**src/rtl/registers.sv**
```systemverilog
// RV32I integer register file: 32 x 32-bit, x0 hardwired to zero, two
// combinational read ports, one synchronous write port fed by a write-back mux.

`ifndef REG_WB_ALU_OUT
`define REG_WB_ALU_OUT 2'b00
`endif
`ifndef REG_WB_IMM_DAT
`define REG_WB_IMM_DAT 2'b01
`endif
`ifndef REG_WB_MEM_DAT
`define REG_WB_MEM_DAT 2'b10
`endif
`ifndef REG_WB_PC_NEXT
`define REG_WB_PC_NEXT 2'b11
`endif

module registers #(
  parameter int DATA_WIDTH = 32,
  parameter int ADDR_WIDTH = 5
) (
  input  logic                  clk,
  input  logic                  rst_n,
  input  logic [ADDR_WIDTH-1:0] rs1,
  input  logic [ADDR_WIDTH-1:0] rs2,
  input  logic [ADDR_WIDTH-1:0] rd,
  input  logic                  we,
  input  logic [1:0]            wb_select,
  input  logic [DATA_WIDTH-1:0] alu_result,
  input  logic [DATA_WIDTH-1:0] imm_data,
  input  logic [DATA_WIDTH-1:0] mem_data,
  input  logic [DATA_WIDTH-1:0] pc_next,
  output logic [DATA_WIDTH-1:0] read_data1,
  output logic [DATA_WIDTH-1:0] read_data2
);

  localparam int NUM_REGS = 2 ** ADDR_WIDTH;

  logic [DATA_WIDTH-1:0] wb_data;
  logic [DATA_WIDTH-1:0] rf [NUM_REGS];

  always_comb begin
    wb_data = alu_result;
    case (wb_select)
      `REG_WB_ALU_OUT: wb_data = alu_result;
      `REG_WB_IMM_DAT: wb_data = imm_data;
      `REG_WB_MEM_DAT: wb_data = mem_data;
      `REG_WB_PC_NEXT: wb_data = pc_next;
      default:         wb_data = alu_result;
    endcase
  end

  // x0 has no storage; every other entry is its own flop bank with a decoded enable.
  for (genvar i = 0; i < NUM_REGS; i++) begin : g_reg
    if (i == 0) begin : g_zero
      assign rf[i] = '0;
    end else begin : g_flop
      logic [DATA_WIDTH-1:0] q;
      logic                  wr_en;

      assign wr_en = we && (rd == ADDR_WIDTH'(i));

      always_ff @(posedge clk or negedge rst_n) begin
        if (!rst_n) begin
          q <= '0;
        end else if (wr_en) begin
          q <= wb_data;
        end
      end

      assign rf[i] = q;
    end
  end

  // No write bypass: a same-cycle read of rd sees the old value until the edge.
  assign read_data1 = rf[rs1];
  assign read_data2 = rf[rs2];

endmodule

```
**config.mk**
```make
export PLATFORM = sky130hd
export DESIGN_NAME = registers
export DESIGN_NICKNAME = d
export VERILOG_FILES = /design/src/rtl/registers.sv
export SDC_FILE = /design/constraint.sdc
export NUM_CORES = 2
export LEC_CHECK = 0
export CAP_MARGIN = 20
export CORE_ASPECT_RATIO = 1.1
export CORE_UTILIZATION = 60
export CTS_BUF_LIST = sky130_fd_sc_hd__clkbuf_4 sky130_fd_sc_hd__clkbuf_8
export DETAILED_ROUTE_END_ITERATION = 16
export HOLD_SLACK_MARGIN = 0.1
export PLACE_DENSITY = 0.83
export SYNTH_ARGS = -nofsm -noshare
export SYNTH_HDL_FRONTEND = slang
export SYNTH_SLANG_ARGS = --single-unit
```
**constraint.sdc**
```tcl
create_clock -name clk -period 2.3 [get_ports clk]
set_input_delay 0.23 -clock clk [delete_from_list [all_inputs] [get_ports clk]]
set_output_delay 0.23 -clock clk [all_outputs]
set_load 0.05 [all_outputs]
```
# ---- Word-level counts from Yosys, hierarchy flattened
# Index checks and enable logic that the tools add are counted.
# W data, S select, Z words.
dict set report word_totals {
  latch_bits 0
  output_inout_bits 64
  ram_bits 0
  ff_bits 992
  romBits 0
  wordCells 108
  n_memories 0
}
dict set report classes {
  n_div 0
  magnitude_cmp 2
  reduce_logical 32
  multipliers 0
  shift 0
  n_eq_ne 34
  muxes 7
  n_bitwise 2
  addsub 0
}
# cell count
set ops {}
lappend ops {{$bmux W32 S5} 2}
lappend ops {{$mux W32} 4}
lappend ops {{$pmux W32 S4} 1}
lappend ops {{$eq A5 B5 Y1 const B} 16}
lappend ops {{$eq A5 B4 Y1 const B} 8}
lappend ops {{$logic_and A1 B1 Y1} 31}
lappend ops {{$eq A5 B3 Y1 const B} 4}
lappend ops {{$ge A6 B6 Y1 const B} 2}
lappend ops {{$not A5 Y6} 2}
lappend ops {{$eq A5 B2 Y1 const B} 2}
lappend ops {{$eq A5 B1 Y1 const B} 1}
lappend ops {{$eq A2 B2 Y1 const B} 2}
lappend ops {{$eq A2 B1 Y1 const B} 1}
lappend ops {{$logic_not A2 Y1} 1}

# ---- Logic depth before layout (Yosys ltp)
dict set report depth {
  ltp_word 4
  ltp_mapped 9
  mapped_depth_nobuf 4
}

# ---- Least setup slack after synthesis
# No wires, ideal clock.
dict set report synth_path {
  path_type {input to output}
  from {input port rs1[0]}
  to {output port read_data1[10]}
  arrival_time_ps 2504
  cell_stages 8
  n_path_buf 5
  path_slack_ps -434
  path_cell_list {buf_4 > buf_6 > buf_6 > buf_6 > clkbuf_1 > a22o_1 > a211oi_1 > o31ai_1}
}
dict set report synth_between {
  elab_chain_cells 4
}
# item line
set synth_rtl {}
lappend synth_rtl {{start: declaration} 23} ;# input logic [ADDR_WIDTH-1:0] rs1,
lappend synth_rtl {{$not A5 Y6 (not written as such)} 75} ;# assign read_data1 = rf[rs1];
lappend synth_rtl {{$bmux W32 S5} 75}
lappend synth_rtl {{$mux W32 (not written as such) (2 in a row)} 75}
lappend synth_rtl {{end: declaration} 32} ;# output logic [DATA_WIDTH-1:0] read_data1,
# No other way between the ends. The select of a mux whose other input is x is not followed.

# ---- Final worst setup path
dict set report layout_path {
  from {register g_reg[20].g_flop.q[27]}
  to {output port read_data1[27]}
}
dict set report layout_between {
  elab_chain_cells 3
}
# item line
set layout_rtl {}
lappend layout_rtl {{start: declaration} 57} ;# logic [DATA_WIDTH-1:0] q;
lappend layout_rtl {{start signal: assignment} 66} ;# q <= wb_data;
lappend layout_rtl {{$bmux W32 S5} 75}
lappend layout_rtl {{$mux W32 (not written as such) (2 in a row)} 75}
# No other way between the ends. The select of a mux whose other input is x is not followed.

==> qor.txt <==
Largest regs: g.g_flop.q: 992 flops
Crit. End Element: primary output
H-Tree Depth: 4
Synth top area share: 47.72%
Syn. warnings: 0
Final #Nets: 5286
Final setup violating endpoints: 64
Cell variety after synth: 24
Vias in the first global route: 46990
Largest net degree at the start of global routing: 73
Detailed-route DRC error count: 0
Reg with most FFs: g.g_flop.q
Post-synth EDFFs: 0
DIE AREA: 87870 um^2
Initial antenna violation count: 4
Clock transition at path regs: 0.07 ns
Largest family of logic cells by synthesized area: multiplexers
Seq/Total Area, Yosys: 47.72%
RSZ-0062 raised after global routing: yes
Final HPWL DP: 112900 um
Post-route ant nets: 0
Synth Area in Adders: 0%
Max VDD drop: 0.6384 mV
Routability Congestion: 0.9478
Synth Area in Simple Gates: 8.732%
Vias/cell: 7.161
Ranking of synthesized cells by area: dfrtp_1, mux4_2, o21ai_0, nand2_1, mux2i_1
Die H: 310.8 um
Worst Slack Setup Final: -0.6933 ns
HP Class: in -> async
Input/output buffers: 211
Pwr/cell area: 872.6 nW/um^2
Routed vias: 45790
Syn-to-layout area delta: 22.21%
First-pass GRT wire length: 276700 um
Status: complete, but fails checks
Clock Path Buffers: 3
Final worst path period need: 2.993 ns
Critical path required time: 2.07 ns
Lkg Pwr: 28.09 nW
Post-synth top area cell: dfrtp_1
Initial DRC Count: 6621
Fraction of layout cells with a size suffix above 1: 28.24%
Initial Util: 60.95%
Clock root buffer: clkbuf_8
Synth Cell Area: 52010 um^2
Synthesized area per cell: 10.78 um^2
Max-cap viol count: 0
Drt first pass iters: 7
CTS tree: built
Core area: 85340 um^2
Final slew viol count: 0
Layout fillers: 4718
Total track usage: 42.37%
Predominant post-synthesis flop cell: dfrtp_1
TNS Setup: -29.46 ns
Synth Register Bits: 992
Worst slack at placement: -0.2154 ns
# IOs: 212
Max_slew headroom: 44.11%
Post-Layout Cell Count: 6394
Clk Latency, worst-skew pair: 0.84 ns
Failing checks: negative setup slack
Placed Cells: 6071
Xor and xnor fraction of the mapped netlist area: 0%
Post-Synthesis Cells: 4827
Syn_nets: 4975
Worst Max-Slew Pin Slew: 0.8383 ns
Period utilisation layout: 130.1%
Crit Path Max Fanout: 3
Post-layout util: 74.48%
Hold Violations, Final: 0
WL/cell: 29.31 um
WS Path Type: reg -> out
Max reg flops: 992
Data arrival, critical path: 2.76 ns
FFs w/ async S/R, synth: 100.0%
Total clock buffers created by CTS: 156
# rows: 112
Critical Path Source Type: flop
Detailed Route WL: 187400 um
Fmax: 0.3341 GHz
Setup Skew: 0 ns
Post-synthesis compound-gate area fraction: 16.30%
Total gr overflow: 0
Mux cell area share after synthesis: 23.03%
Clk sinks: 992
Die Wd: 282.7 um
-- final timing paths --
check / from / end / slack (ns) / cells after the start
max: g_reg[20].g_flop.q[27]$_DFFE_PN0P_ / read_data1[27] / -0.69 / 6
min: rst_n / g_reg[6].g_flop.q[14]$_DFFE_PN0P_ / 0.26 / 3
max reg2reg: g_reg[29].g_flop.q[14]$_DFFE_PN0P_ / g_reg[29].g_flop.q[14]$_DFFE_PN0P_ / 1.33 / 4
min reg2reg: g_reg[14].g_flop.q[20]$_DFFE_PN0P_ / g_reg[14].g_flop.q[20]$_DFFE_PN0P_ / 0.50 / 2
max in group asynchronous: rst_n / g_reg[22].g_flop.q[0]$_DFFE_PN0P_ / 0.86 / 4
min in group clk: wb_select[1] / g_reg[15].g_flop.q[1]$_DFFE_PN0P_ / 0.31 / 5
-- critical path, stage by stage (launching register included) --
cell and delay (ns):
dfrtp_1 0.47, mux4_2 0.57, a22o_1 0.22, o21ai_2 0.18, o31ai_2 0.10, buf_4 0.20
buf_6 0.15
-- repair_timing --
| item | in CTS | in global routing |
|---|---|---|
| setup buffers | 21 | 27 |
| endpoints found under the hold margin | 958 | 0 |
| pin swaps | 120 | 52 |
| hold buffers | 2 | 0 |
| setup endpoints to repair | 64 | 64 |
| gates resized for setup | 95 | 49 |
-- layout by cell type (no fill, tap or decap), drive strengths merged --
| cell | netlist | layout |
|---|---|---|
| a211oi | 64 | 64 |
| a22o | 191 | 191 |
| and2 | 68 | 68 |
| buf | 109 | 530 |
| bufinv | 0 | 1 |
| clkbuf | 405 | 249 |
| clkdlybuf4s50 | 0 | 134 |
| clkinv | 0 | 11 |
| clkinvlp | 0 | 3 |
| dfrtp | 992 | 992 |
| diode | 0 | 3 |
| dlygate4sd3 | 0 | 2 |
| inv | 2 | 10 |
| mux2 | 95 | 95 |
| mux2i | 226 | 226 |
| mux4 | 384 | 384 |
| nand2 | 1027 | 1027 |
| nand2b | 2 | 2 |
| nand3 | 23 | 23 |
| nand4 | 8 | 8 |
| nor2 | 4 | 4 |
| nor2b | 11 | 11 |
| o21ai | 1088 | 1088 |
| o22ai | 64 | 64 |
| o31ai | 64 | 64 |
-- cells in the mapped netlist, drive strengths merged, types with 4 or more instances --
cell / count
a211oi: 64
a22o: 191
and2: 68
buf: 109
clkbuf: 405
dfrtp: 992
mux2: 95
mux2i: 226
mux4: 384
nand2: 1027
nand3: 23
nand4: 8
nor2: 4
nor2b: 11
o21ai: 1088
o22ai: 64
o31ai: 64
-- power breakdown --
part	switching, mW	total (mW)	internal (mW)
sequential	3.18	24.4	21.2
combinational	7.63	14.9	7.31
clock	7.39	16.1	8.72
total	18.2	55.5	37.3
-- metal layers --
layer,share of wire (%),global-route usage (%),vias up
li1,-,-,18240
met1,31,51.50,22180
met2,44,61.82,4035
met3,15,14.63,1332
met4,9.4,33.02,2
met5,0.0059,0,-
-- through the flow --
step                instance area, um^2  hold slack [ns]  power [mW]
floorplan                         52490         -0.06559       32.62
global route                      63560           0.2455       57.54
CTS                               63090           0.2144       54.36
global placement                  59110           0.2031       36.90
finish                            63570           0.2573       55.47
detailed placement                59110           0.2004       38.00
-- area by class of cell --
cell class | instances | area [um^2] | area share [%]
clock buffer | 248 | 3107 | 4.887
inverter | 2 | 7.507 | 0.01181
clock inverter | 23 | 229.0 | 0.3602
antenna | 3 | 7.507 | 0.01181
sequential | 992 | 24830 | 39.06
tap | 1140 | 1426 | 2.244
multi-input combinational | 3319 | 26520 | 41.72
timing repair buffer | 667 | 7440 | 11.70
-- cells by family (layout without fill, tap and decap cells) --
logic type,count (synthesis),count (layout)
mux,705,705
buf+inv,516,940
flops,992,992
simple gates,1143,1143
other cells,0,3
compound gates,1471,1471
(Power assumes the default switching activity.)
